<file path="config.mk">
export PLATFORM = sky130hd
export DESIGN_NAME = bp_ctrl
export DESIGN_NICKNAME = d
export VERILOG_FILES = /design/src/rtl/bp_pkg.sv /design/src/rtl/bp_track_pipe.sv /design/src/rtl/bp_ctrl.sv
export SDC_FILE = /design/constraint.sdc
export NUM_CORES = 1
export LEC_CHECK = 0
export CORE_UTILIZATION = 44
export DETAILED_ROUTE_END_ITERATION = 10
export GPL_TIMING_DRIVEN = 1
export PLACE_DENSITY = 0.82
export SETUP_SLACK_MARGIN = 0.05
export SLEW_MARGIN = 30
export SYNTH_ARGS = -nofsm -noshare
export SYNTH_HDL_FRONTEND = slang
export SYNTH_HIERARCHICAL = 1
export SYNTH_SLANG_ARGS = --single-unit
</file>
<file path="constraint.sdc">
create_clock -name clk -period 2.3 [get_ports clk]
set_clock_uncertainty 0.2 [all_clocks]
set_input_delay 0.345 -clock clk [delete_from_list [all_inputs] [get_ports clk]]
set_output_delay 0.345 -clock clk [all_outputs]
set_load 0.05 [all_outputs]
</file>
<file path="src/rtl/bp_pkg.sv">
// Shared types, counter encodings and helpers for the branch-predictor controller.
package bp_pkg;

    localparam int unsigned CWIDTH = 2;
    localparam int unsigned PC_W   = 32;
    localparam int unsigned ADDR_W = PC_W - 2;

    localparam logic [CWIDTH-1:0] SNT = 2'b00;
    localparam logic [CWIDTH-1:0] WNT = 2'b01;
    localparam logic [CWIDTH-1:0] WT  = 2'b10;
    localparam logic [CWIDTH-1:0] ST  = 2'b11;

    // Effective cache read after write-port forwarding.
    typedef struct packed {
        logic              hit;
        logic [CWIDTH-1:0] data;
    } bp_eff_t;

    function automatic logic [CWIDTH-1:0] sat_inc(input logic [CWIDTH-1:0] c);
        return (&c) ? c : c + CWIDTH'(1);
    endfunction

    function automatic logic [CWIDTH-1:0] sat_dec(input logic [CWIDTH-1:0] c);
        return (c == '0) ? c : c - CWIDTH'(1);
    endfunction

    function automatic logic [ADDR_W-1:0] pc_to_addr(input logic [PC_W-1:0] pc);
        return pc[PC_W-1:2];
    endfunction

endpackage

</file>
<file path="src/rtl/bp_track_pipe.sv">
// Shift register carrying each issued guess {valid, taken, addr} to the check stage.
module bp_track_pipe #(
    parameter int unsigned AWIDTH = 30,
    parameter int unsigned DEPTH  = 2
) (
    input  logic              clk,
    input  logic              reset,
    input  logic              stall,
    input  logic              flush,
    input  logic              in_valid,
    input  logic              in_taken,
    input  logic [AWIDTH-1:0] in_addr,
    output logic              out_valid,
    output logic              out_taken,
    output logic [AWIDTH-1:0] out_addr
);

    logic [DEPTH-1:0]  valid_q, valid_d;
    logic [DEPTH-1:0]  taken_q, taken_d;
    logic [AWIDTH-1:0] addr_q [DEPTH];
    logic [AWIDTH-1:0] addr_d [DEPTH];

    always_comb begin
        valid_d = valid_q;
        taken_d = taken_q;
        addr_d  = addr_q;
        if (!stall) begin
            valid_d[0] = in_valid;
            taken_d[0] = in_taken;
            addr_d[0]  = in_addr;
            for (int i = 1; i < int'(DEPTH); i++) begin
                valid_d[i] = valid_q[i-1];
                taken_d[i] = taken_q[i-1];
                addr_d[i]  = addr_q[i-1];
            end
        end
        // Flush wins over stall so a frozen pipe can still be emptied.
        if (flush) begin
            valid_d = '0;
        end
    end

    always_ff @(posedge clk) begin
        if (reset) begin
            valid_q <= '0;
            taken_q <= '0;
            for (int i = 0; i < int'(DEPTH); i++) begin
                addr_q[i] <= '0;
            end
        end else begin
            valid_q <= valid_d;
            taken_q <= taken_d;
            addr_q  <= addr_d;
        end
    end

    assign out_valid = valid_q[DEPTH-1];
    assign out_taken = taken_q[DEPTH-1];
    assign out_addr  = addr_q[DEPTH-1];

endmodule

</file>
<file path="src/rtl/bp_ctrl.sv">
// Branch-predictor controller: fetch-side lookup, execute-side 2-bit counter update with
// forwarding, guess tracking, mispredict flag and branch statistics.
module bp_ctrl
    import bp_pkg::*;
#(
    parameter int unsigned PC_WIDTH    = 32,
    parameter int unsigned AWIDTH      = PC_WIDTH - 2,
    parameter int unsigned TRACK_DEPTH = 2
) (
    input  logic                clk,
    input  logic                reset,
    input  logic                stall,
    input  logic                flush,
    input  logic                guess_valid,
    input  logic [PC_WIDTH-1:0] guess_pc,
    output logic                guess_taken,
    input  logic                check_valid,
    input  logic [PC_WIDTH-1:0] check_pc,
    input  logic                check_taken,
    output logic                mispredict,
    output logic [31:0]         br_count,
    output logic [31:0]         mispred_count,
    output logic [AWIDTH-1:0]   bpc_ra0,
    input  logic [CWIDTH-1:0]   bpc_dout0,
    input  logic                bpc_hit0,
    output logic [AWIDTH-1:0]   bpc_ra1,
    input  logic [CWIDTH-1:0]   bpc_dout1,
    input  logic                bpc_hit1,
    output logic [AWIDTH-1:0]   bpc_wa,
    output logic [CWIDTH-1:0]   bpc_din,
    output logic                bpc_we
);

    logic              bpc_we_q, bpc_we_d;
    logic [AWIDTH-1:0] bpc_wa_q, bpc_wa_d;
    logic [CWIDTH-1:0] bpc_din_q, bpc_din_d;
    logic              mispredict_q, mispredict_d;
    logic [31:0]       br_count_q, br_count_d;
    logic [31:0]       mispred_count_q, mispred_count_d;

    bp_eff_t           eff0, eff1;
    logic              upd_fire;
    logic [CWIDTH-1:0] new_ctr;
    logic              old_valid, old_taken;
    logic [AWIDTH-1:0] old_addr;
    logic              unused_pc_lsbs;

    assign bpc_ra0        = guess_pc[PC_WIDTH-1:2];
    assign bpc_ra1        = check_pc[PC_WIDTH-1:2];
    assign unused_pc_lsbs = ^{guess_pc[1:0], check_pc[1:0]};

    bp_track_pipe #(
        .AWIDTH (AWIDTH),
        .DEPTH  (TRACK_DEPTH)
    ) u_track (
        .clk       (clk),
        .reset     (reset),
        .stall     (stall),
        .flush     (flush),
        .in_valid  (guess_valid),
        .in_taken  (guess_taken),
        .in_addr   (bpc_ra0),
        .out_valid (old_valid),
        .out_taken (old_taken),
        .out_addr  (old_addr)
    );

    // The write in flight this cycle has not reached the cache yet, so both read ports see it here.
    always_comb begin
        eff0 = '{hit: bpc_hit0, data: bpc_dout0};
        eff1 = '{hit: bpc_hit1, data: bpc_dout1};
        if (bpc_we_q && (bpc_wa_q == bpc_ra0)) begin
            eff0 = '{hit: 1'b1, data: bpc_din_q};
        end
        if (bpc_we_q && (bpc_wa_q == bpc_ra1)) begin
            eff1 = '{hit: 1'b1, data: bpc_din_q};
        end
        guess_taken = guess_valid && eff0.hit && eff0.data[CWIDTH-1];
    end

    always_comb begin
        upd_fire = check_valid && !stall;
        if (eff1.hit) begin
            new_ctr = check_taken ? sat_inc(eff1.data) : sat_dec(eff1.data);
        end else begin
            new_ctr = check_taken ? WT : WNT;
        end

        bpc_we_d        = upd_fire;
        bpc_wa_d        = upd_fire ? bpc_ra1 : bpc_wa_q;
        bpc_din_d       = upd_fire ? new_ctr : bpc_din_q;
        mispredict_d    = upd_fire && old_valid && (old_taken != check_taken);
        br_count_d      = upd_fire ? br_count_q + 32'd1 : br_count_q;
        mispred_count_d = mispredict_d ? mispred_count_q + 32'd1 : mispred_count_q;
    end

    always_ff @(posedge clk) begin
        if (reset) begin
            bpc_we_q        <= 1'b0;
            bpc_wa_q        <= '0;
            bpc_din_q       <= '0;
            mispredict_q    <= 1'b0;
            br_count_q      <= '0;
            mispred_count_q <= '0;
        end else begin
            bpc_we_q        <= bpc_we_d;
            bpc_wa_q        <= bpc_wa_d;
            bpc_din_q       <= bpc_din_d;
            mispredict_q    <= mispredict_d;
            br_count_q      <= br_count_d;
            mispred_count_q <= mispred_count_d;
        end
    end

    assign bpc_we        = bpc_we_q;
    assign bpc_wa        = bpc_wa_q;
    assign bpc_din       = bpc_din_q;
    assign mispredict    = mispredict_q;
    assign br_count      = br_count_q;
    assign mispred_count = mispred_count_q;

    // A resolved branch must belong to the guess at the head of the tracking pipe.
    track_addr_match: assert property (@(posedge clk) disable iff (reset)
        (upd_fire && old_valid) |-> (old_addr == bpc_ra1))
        else $error("bp_ctrl: tracked addr %0h differs from check addr %0h", old_addr, bpc_ra1);

endmodule

</file>
==> results of run 1 <==
## final cells by class
cell class	instances	area, um^2
Clock buffer	9	225.2
Tap cell	168	210.2
Clock inverter	7	92.59
Multi-Input combinational cell	464	2975
Timing Repair Buffer	329	3657
Sequential cell	102	2167
Inverter	17	63.81
Fill cell	796	2720
## worst max-delay path by stage
stage / to / depth (start not counted)
global placement: mispred_count[27] / 6
floorplan: mispred_count[27] / 7
detailed placement: guess_taken / 8
finish: guess_taken / 8
CTS: guess_taken / 7
global route: guess_taken / 8
## per-stage QoR
| step | std cells | utilization [%] |
|---|---|---|
| after floorplan | 673 | - |
| after global placement | 1074 | 73.48 |
| after detailed placement | 1074 | 73.48 |
| after CTS | 1096 | 77.10 |
| after global routing | 1096 | 77.54 |
| final | 1096 | 77.54 |
## what timing repair did
action                                  CTS  global route
pin swaps                                25             4
buffers inserted                          6             0
resized for setup                        49            13
hold buffers                              0             0
endpoints found under the setup margin   12            11
## layout by cell type (no fill, tap or decap), types with 6 or more instances in the layout
master and n:
clkdlybuf4s50_1 138, buf_4 97, nand2_1 83, xnor2_1 70, buf_12 63, nor2_1 62
dfxtp_2 52, a21oi_1 44, xor2_1 34, dfxtp_1 34, nand3_1 26, nand4_1 25
dlygate4sd2_1 25, nor4_1 16, inv_1 16, dfxtp_4 16, nor3_1 15, and4_1 11
xnor2_2 9, o21ai_0 9, clkbuf_16 9, and3_1 6
## flip-flops by register name, summed over array words and instances (netlist names)
name / cells
mispredict: 1
bpc_din: 2
mispred_count: 32
bpc_we: 1
bpc_wa: 30
u_track/taken_q: 2
u_track/valid_q: 2
br_count: 32
## power groups by stage
stage / sequential, mW / clock, mW / combinational [mW]
after CTS: 1.83 / 1.61 / 1.13
final: 1.83 / 1.59 / 1.14
after global routing: 1.83 / 1.69 / 1.18
after global placement: 1.87 / 0 / 1.10
after detailed placement: 1.87 / 0 / 1.12
after floorplan: 1.97 / 0 / 0.477
## per-layer routing
| layer | global-route usage [%] | up-vias | part of all wire, % |
|---|---|---|---|
| li1 | - | 2714 | - |
| met1 | 33.38 | 2783 | 37 |
| met2 | 56.77 | 251 | 53 |
| met3 | 6.429 | 36 | 6.5 |
| met4 | 10.91 | 0 | 2.8 |
| met5 | 0 | - | 0 |
## worst max-delay path: stages
cell	delay [ns]
clkdlybuf4s15_1	0.28
xnor2_2	0.26
nand4_1	0.19
nor4_2	0.34
buf_4	0.19
nand3_4	0.08
a21boi_4	0.18
buf_12	0.16
==> flow_metrics.tcl, run 1 <==
set metrics [dict create \
    dieArea_mm2 0.01298 \
    r2r_cells 6 \
    power_frac_clock_pct 34.9 \
    drt-wirelength-per-cell_um 18.12 \
    p_comb_share_pct 24.9 \
    worst_slew_pin_slew_ns 0.5454 \
    hold_path_depth 2 \
    hold_slack_ns 0.2188 \
    fin_ws_ns -0.2694 \
    synthCells 673 \
    hold_end "mispred_count[3]" \
    antenna_found_initial 0 \
    drc 0 \
    portBuffers 230 \
    finalHoldViolations 0 \
    grt_max_degree 56 \
    crit_type "in -> out" \
    rrSetupSlack_ns -0.03 \
    grt_pass1_vias 5943 \
    p_int_mw 3.187 \
    setup_viol 2 \
    worst_setup_path_end_kind "primary output" \
    max_slew_margin_pct 63.53 \
    firstDrtPassIters 5 \
    drtIter0Drc 442 \
    clock.fmax_ghz 0.3892 \
    violations "setup timing" \
    n_antenna_cell 0 \
    hp-start "reset" \
    power.density_mw_per_mm2 485.8 \
    min_path_type "in -> reg" \
    slew_viol_final 0 \
    die_y_um 113.9 \
    p_switching_mw 1.375 \
    cts_buffers 9 \
    crit_start "guess_pc[15]" \
    pwr-share-seq_pct 40.1 \
    area_growth_syn_to_layout_pct 70.32 \
    cts_tree "built" \
    crit_required_ns 1.75 \
    gp_congestion 0.8961 \
    finalCriticalPeriod_ns 2.569 \
    rsz0062_at_grt "true" \
    switching_share_pct 30.14 \
    grt.total_usage_pct 30.27 \
    row_count 40 \
    overflow 0 \
    rr_endpoint "mispred_count[27]" \
    final_cell_area_mm2 0.009392 \
    drt-vias-per-instance 5.277 \
    wirelength_um 19860 \
    fin_crit_sh_pct 111.7 \
    max_cap_violations 0 \
    peakVddDrop_v 0.0004100 \
    p_leak_nw 3.579 \
    startpoint_type "input port" \
    clk-insertion-delay-late_ns 0.33 \
    finalPower_mw 4.562 \
    drive_above_1_share_pct 29.85 \
    syn_area_mm2 0.005514 \
    cp.arrival_ns 2.02 \
    tns_ns -0.2954 \
    synth_warnings 6 \
    reg2reg_from "mispred_count[3]" \
    clk_pin_slew_ns 0.08 \
    dp_hpwl_um 14860 \
    synth_fp_nets 752 \
    preCtsSetupSlack_ns -0.7293 \
    io_pins 236 \
    cts-htree-levels 3 \
    clock_sinks 102 \
    clock_path_buffers 2 \
    placed_cell_area_mm2 0.008900 \
    start_util_pct 45.53 \
    nets 1002 \
    die_w_um 113.9 \
    clockRootBuffer "clkbuf_16" \
    status "finished with violations" \
    core-area_mm2 0.01211 \
    dr_total_vias 5784 \
    ant_nets 0 \
    post_synth.cell_area_avg_um2 8.193 \
    crit_fanout 2 \
    grt_first_pass_wirelength_um 30610 \
]
(Power assumes the default switching activity.)
==> run 2: changes to the inputs <==
- ABC_AREA: not set -> 1
- CORE_MARGIN: not set -> 2
- CORE_UTILIZATION: 44 -> 45
- PLACE_DENSITY: 0.82 -> 0.81
- SLEW_MARGIN: 30 -> not set
==> run 2 against run 1 <==
The flow still finishes with violations (setup timing). Final cell count is 31% higher. Power is 4.1% higher. Non-clock buffer count is 33 higher. Global-route usage is 1.7 points lower. Clock power is 5% lower. Sequential share of layout area is 2.9 points lower. Register-to-register slack better by 0.19 ns. First-iteration DRC count is 34% higher. Combinational power is 21% higher. Sequential cell count stayed put. Synthesized cell count is 43% higher.
==> flow_metrics.tcl, run 2 <==
set metrics [dict create \
    fin_crit_sh_pct 114.5 \
    tns_ns -0.3339 \
    drc 0 \
    peakVddDrop_v 0.0003518 \
    n_antenna_cell 0 \
    io_pins 236 \
    rsz0062_at_grt "true" \
    clk_pin_slew_ns 0.07 \
    row_count 43 \
    clockRootBuffer "clkbuf_16" \
    reg2reg_from "br_count[0]" \
    antenna_found_initial 0 \
    cts-htree-levels 3 \
    area_growth_syn_to_layout_pct 65.59 \
    wl_met3_um 2028 \
    power.density_mw_per_mm2 460.1 \
    grt.total_usage_pct 28.61 \
    cp-endpoint "guess_taken" \
    dp_hpwl_um 17050 \
    drt-wirelength-per-cell_um 15.07 \
    start_util_pct 45.43 \
    rr_endpoint "br_count[26]" \
    slew_viol_final 0 \
    portBuffers 230 \
    synth_fp_nets 1043 \
    routed.top_layer "met4" \
    core-area_mm2 0.01372 \
    clock_path_buffers 2 \
    crit_type "reg -> out" \
    r2r_cells 11 \
    min_path_type "in -> reg" \
    cp.arrival_ns 2.09 \
    drt-vias-per-instance 5.025 \
    max_slew_margin_pct 61.11 \
    dr_total_vias 7236 \
    rrSetupSlack_ns 0.16 \
    worst_setup_path_end_kind "primary output" \
    post_synth.cell_area_avg_um2 6.465 \
    synthCells 964 \
    synth_warnings 6 \
    gp_congestion 0.9191 \
    grt_max_degree 49 \
    nets 1334 \
    setup_viol 1 \
    wl_met2_um 10790 \
    cts_hold_buf 0 \
    cts_tree "built" \
    clk-insertion-delay-late_ns 0.35 \
    crit_required_ns 1.75 \
    firstDrtPassIters 5 \
    clock.fmax_ghz 0.3797 \
    fin_ws_ns -0.3339 \
    hold_slack_ns 0.2185 \
    final_cell_mix "nand2_1 (237), clkdlybuf4s50_1 (151), inv_1 (146)" \
    dieArea_mm2 0.01481 \
    status "finished with violations" \
    finalHoldViolations 0 \
    overflow 0 \
    p_leak_nw 4.561 \
    die_y_um 121.7 \
    drive_above_1_share_pct 22.70 \
    startpoint_type "flop" \
    wl_met1_um 8229 \
    violations "setup timing" \
    final_common_cell "nand2_1" \
    finalPower_mw 4.748 \
    cts_buffers 9 \
    grt_pass1_vias 6731 \
    ant_nets 0 \
    crit_fanout 3 \
    drtIter0Drc 594 \
    syn_area_mm2 0.006232 \
    max_cap_violations 0 \
    worst_slew_pin_slew_ns 0.5815 \
    clock_sinks 102 \
    wirelength_um 21710 \
    finalCriticalPeriod_ns 2.634 \
    die_w_um 121.7 \
    crit_start "bpc_wa[16]" \
    grt_first_pass_wirelength_um 33400 \
    fill_cells 987 \
]
==> run 2: worst min-delay path by stage <==
stage	startpoint	end	slack, ns	cells after the start
after floorplan	u_track/valid_q[0]	u_track/valid_q[1]	0.25	2
after global placement	u_track/valid_q[0]	u_track/valid_q[1]	0.26	2
after detailed placement	u_track/valid_q[0]	u_track/valid_q[1]	0.27	2
after CTS	u_track/valid_q[0]	u_track/valid_q[1]	0.29	2
after global routing	check_pc[3]	bpc_wa[1]	0.24	4
final	check_pc[26]	bpc_wa[24]	0.22	3
==> run 2: layout make-up <==
| class | instances | area (um^2) | area share, % |
|---|---|---|---|
| clock inverters | 6 | 48.80 | 0.4728 |
| repair buffers | 362 | 3939 | 38.17 |
| well taps | 180 | 225.2 | 2.182 |
| flip-flops and latches | 102 | 2083 | 20.19 |
| clock buffers | 10 | 239.0 | 2.316 |
| inverters | 148 | 555.5 | 5.383 |
| multi-input cells | 632 | 3229 | 31.29 |
==> run 2: worst max-delay path, cell delays in order, from the launching register on <==
cell and delay, ns:
dfxtp_2 0.33, xor2_1 0.15, nor4_1 0.28, nand3_1 0.17, nor2_1 0.13, nand4_1 0.12, buf_6 0.17, nand2_4 0.06
nand2_4 0.05, nor2_4 0.14, buf_12 0.15
==> run 2: layer usage <==
metal	vias up	global-route usage, %
met4	0	10.06
met2	315	50.91
li1	3582	-
met5	-	0
met1	3295	32.87
met3	44	7.959
==> run 2: power breakdown <==
| group | internal (mW) | switching, mW | leakage [nW] |
|---|---|---|---|
| Sequential | 1.81 | 0.0443 | 0.841 |
| Clock | 0.781 | 0.731 | 0.144 |
| Combinational | 0.608 | 0.770 | 3.58 |
| Total | 3.20 | 1.54 | 4.56 |
==> run 2: per-stage QoR <==
step,util (%),cell area (um^2),setup WS (ns),std cells
2_1_floorplan,-,6281,0.03105,964
3_3_place_gp,71.21,9769,-0.5940,1412
3_5_place_dp,71.21,9769,-0.6386,1412
4_1_cts,73.86,10130,-0.4428,1433
5_1_grt,75.22,10320,-0.4406,1440
6_report,75.22,10320,-0.3339,1440
==> run 2: timing repair <==
action,CTS,global route
gates resized for setup,15,37
pin swaps,18,19
setup endpoints to repair,9,26
buffers inserted,5,7
==> run 3: changes to the inputs <==
- CORE_MARGIN: 2 -> not set
==> run 3 against run 2 <==
The run still ends with setup timing left. Final cell count fell by 0.42%. Register-to-register slack worse by 0.12 ns. Largest power group unchanged. Largest cell class unchanged. Critical path type is now in -> out. Final area rose by 0.50%. Fmax down 4.4%. Sequential cell count unchanged. First-iteration DRC count grew 7.6%. Die area fell by 3.3%. Clock-buffer cell count unchanged. Combinational power hardly changed. Power rose by 1.6%. Global-route usage grew 2.9 points. Sequential share of layout area decreased by 0.052 points.
==> flow_metrics.tcl, run 3 (same netlist as run 2, synthesis figures left out) <==
set metrics [dict create \
    worst_setup_path_end_kind "primary output" \
    n_antenna_cell 0 \
    nets 1332 \
    clock.fmax_ghz 0.3631 \
    drt-vias-per-instance 5.177 \
    dr_total_vias 7424 \
    startpoint_type "input port" \
    worstPathBufferInverterCount 3 \
    drc 0 \
    finalCriticalPeriod_ns 2.754 \
    final_cell_mix "nand2_1 (238), inv_1 (142), clkdlybuf4s50_1 (142)" \
    overflow 0 \
    cts_buffers 9 \
    cp_common_cell "nand2_1" \
    setup_viol 1 \
    clk-insertion-delay-late_ns 0.36 \
    crit_start "guess_pc[5]" \
    rrSetupSlack_ns 0.04 \
    crit_path_top_delay_cell "clkdlybuf4s50_1" \
    clk_pin_slew_ns 0.07 \
    grt.total_usage_pct 31.50 \
    start_util_pct 46.51 \
    fin_crit_sh_pct 119.7 \
    cp-endpoint "guess_taken" \
    clock_path_buffers 2 \
    row_count 42 \
    crit_type "in -> out" \
    crit_fanout 3 \
    grt_max_degree 40 \
    fin_util_pct 77.40 \
    max_cap_violations 0 \
    p_switching_mw 1.552 \
    finalPower_mw 4.823 \
    slowest_delay_ns 0.47 \
    crit_family "simple AND/OR/NAND/NOR gates" \
    clock_sinks 102 \
    hold_path_depth 3 \
    firstDrtPassIters 5 \
    power.density_mw_per_mm2 465.0 \
    power_frac_clock_pct 32.7 \
    crit_chain "clkdlybuf4s50_1 -> nand2_1 -> o2111ai_1 -> nor3_1 -> buf_4 -> nand4_1 -> nand2_1 -> nand2_2 -> nor2_4 -> buf_12" \
    wirelength_um 23060 \
    core-area_mm2 0.01340 \
    worst_slew_pin_slew_ns 0.5861 \
    switching_share_pct 32.18 \
    p_comb_share_pct 28.7 \
    final_common_cell "nand2_1" \
    grt_pass1_vias 7013 \
    drtIter0Drc 639 \
    slew_viol_final 0 \
    die_w_um 119.7 \
    peakVddDrop_v 0.0004297 \
    fin_ws_ns -0.4540 \
    min_path_type "in -> reg" \
    rr_endpoint "u_track/taken_q[0]" \
    rsz0062_at_grt "true" \
    finalHoldViolations 0 \
    io_pins 236 \
    r2r_cells 11 \
    dieArea_mm2 0.01432 \
    cts-htree-levels 3 \
    area_growth_syn_to_layout_pct 66.41 \
    antenna_found_initial 0 \
    cts_hold_buf 0 \
    max_slew_margin_pct 60.86 \
    dp_hpwl_um 17550 \
    p_int_mw 3.271 \
    crit_cells 10 \
    gp_congestion 0.9414 \
    p_leak_nw 4.662 \
    crit_required_ns 1.75 \
    cts_tree "built" \
    hold_slack_ns 0.1917 \
    reg2reg_from "bpc_wa[18]" \
    ant_nets 0 \
    die_y_um 119.7 \
    drive_above_1_share_pct 23.45 \
    status "finished with violations" \
    drt-wirelength-per-cell_um 16.08 \
    portBuffers 230 \
    pwr-share-seq_pct 38.6 \
    grt_first_pass_wirelength_um 35470 \
    cp.arrival_ns 2.21 \
    violations "setup timing" \
    clockRootBuffer "clkbuf_16" \
]
run 3: power by group through the flow:
stage               Clock, mW  Combinational [mW]  Sequential [mW]
floorplan                   0               0.568             2.04
global placement            0                1.33             1.90
detailed placement          0                1.35             1.90
CTS                      1.59                1.36             1.86
global route             1.67                1.46             1.86
finish                   1.58                1.39             1.86
run 3: metrics by stage:
step	TNS (ns)	setup slack, ns	cell area, um^2	std cells
2_1_floorplan	0	0.03105	6281	964
6_report	-0.4540	-0.4540	10370	1434
3_3_place_gp	-4.825	-0.5593	9722	1404
5_1_grt	-0.8005	-0.5920	10370	1434
3_5_place_dp	-6.093	-0.6628	9722	1404
4_1_cts	-0.4965	-0.4965	10070	1423
run 3: area by class of cell:
cell class	instances	area (um^2)
repair buffers	360	3934
multi-input cells	632	3273
fillers	914	3029
flip-flops and latches	102	2088
inverters	148	555.5
clock buffers	10	229.0
well taps	176	220.2
clock inverters	6	71.32
run 3: how the worst min path moves through the flow:
stage / start / to
global placement: br_count[3] / br_count[3]
detailed placement: u_track/valid_q[0] / u_track/valid_q[1]
global route: check_pc[7] / bpc_wa[5]
CTS: u_track/valid_q[0] / u_track/valid_q[1]
finish: check_pc[13] / bpc_wa[11]
floorplan: u_track/valid_q[0] / u_track/valid_q[1]
run 3: worst register-to-register path, delay by kind of cell (launching register included):
kind	cells	cell delay, ns
simple gates	7	0.95
flops	1	0.35
buf+inv	2	0.24
xor+xnor	1	0.16
compound gates	1	0.25
run 3: timing repair:
item                                    4_1_cts  5_1_grt
setup buffers                                 3       11
endpoints found under the hold margin         0        0
resized for setup                            14       64
pin swaps                                    10       34
endpoints found under the setup margin        8       24
run 3: routing by layer:
metal / vias up / track usage, % / wire, um
met4: 0 / 15.08 / 1017
met3: 83 / 6.939 / 1932
met2: 372 / 54.91 / 11230
met5: - / 0 / 0
met1: 3398 / 36.37 / 8881
li1: 3571 / - / -
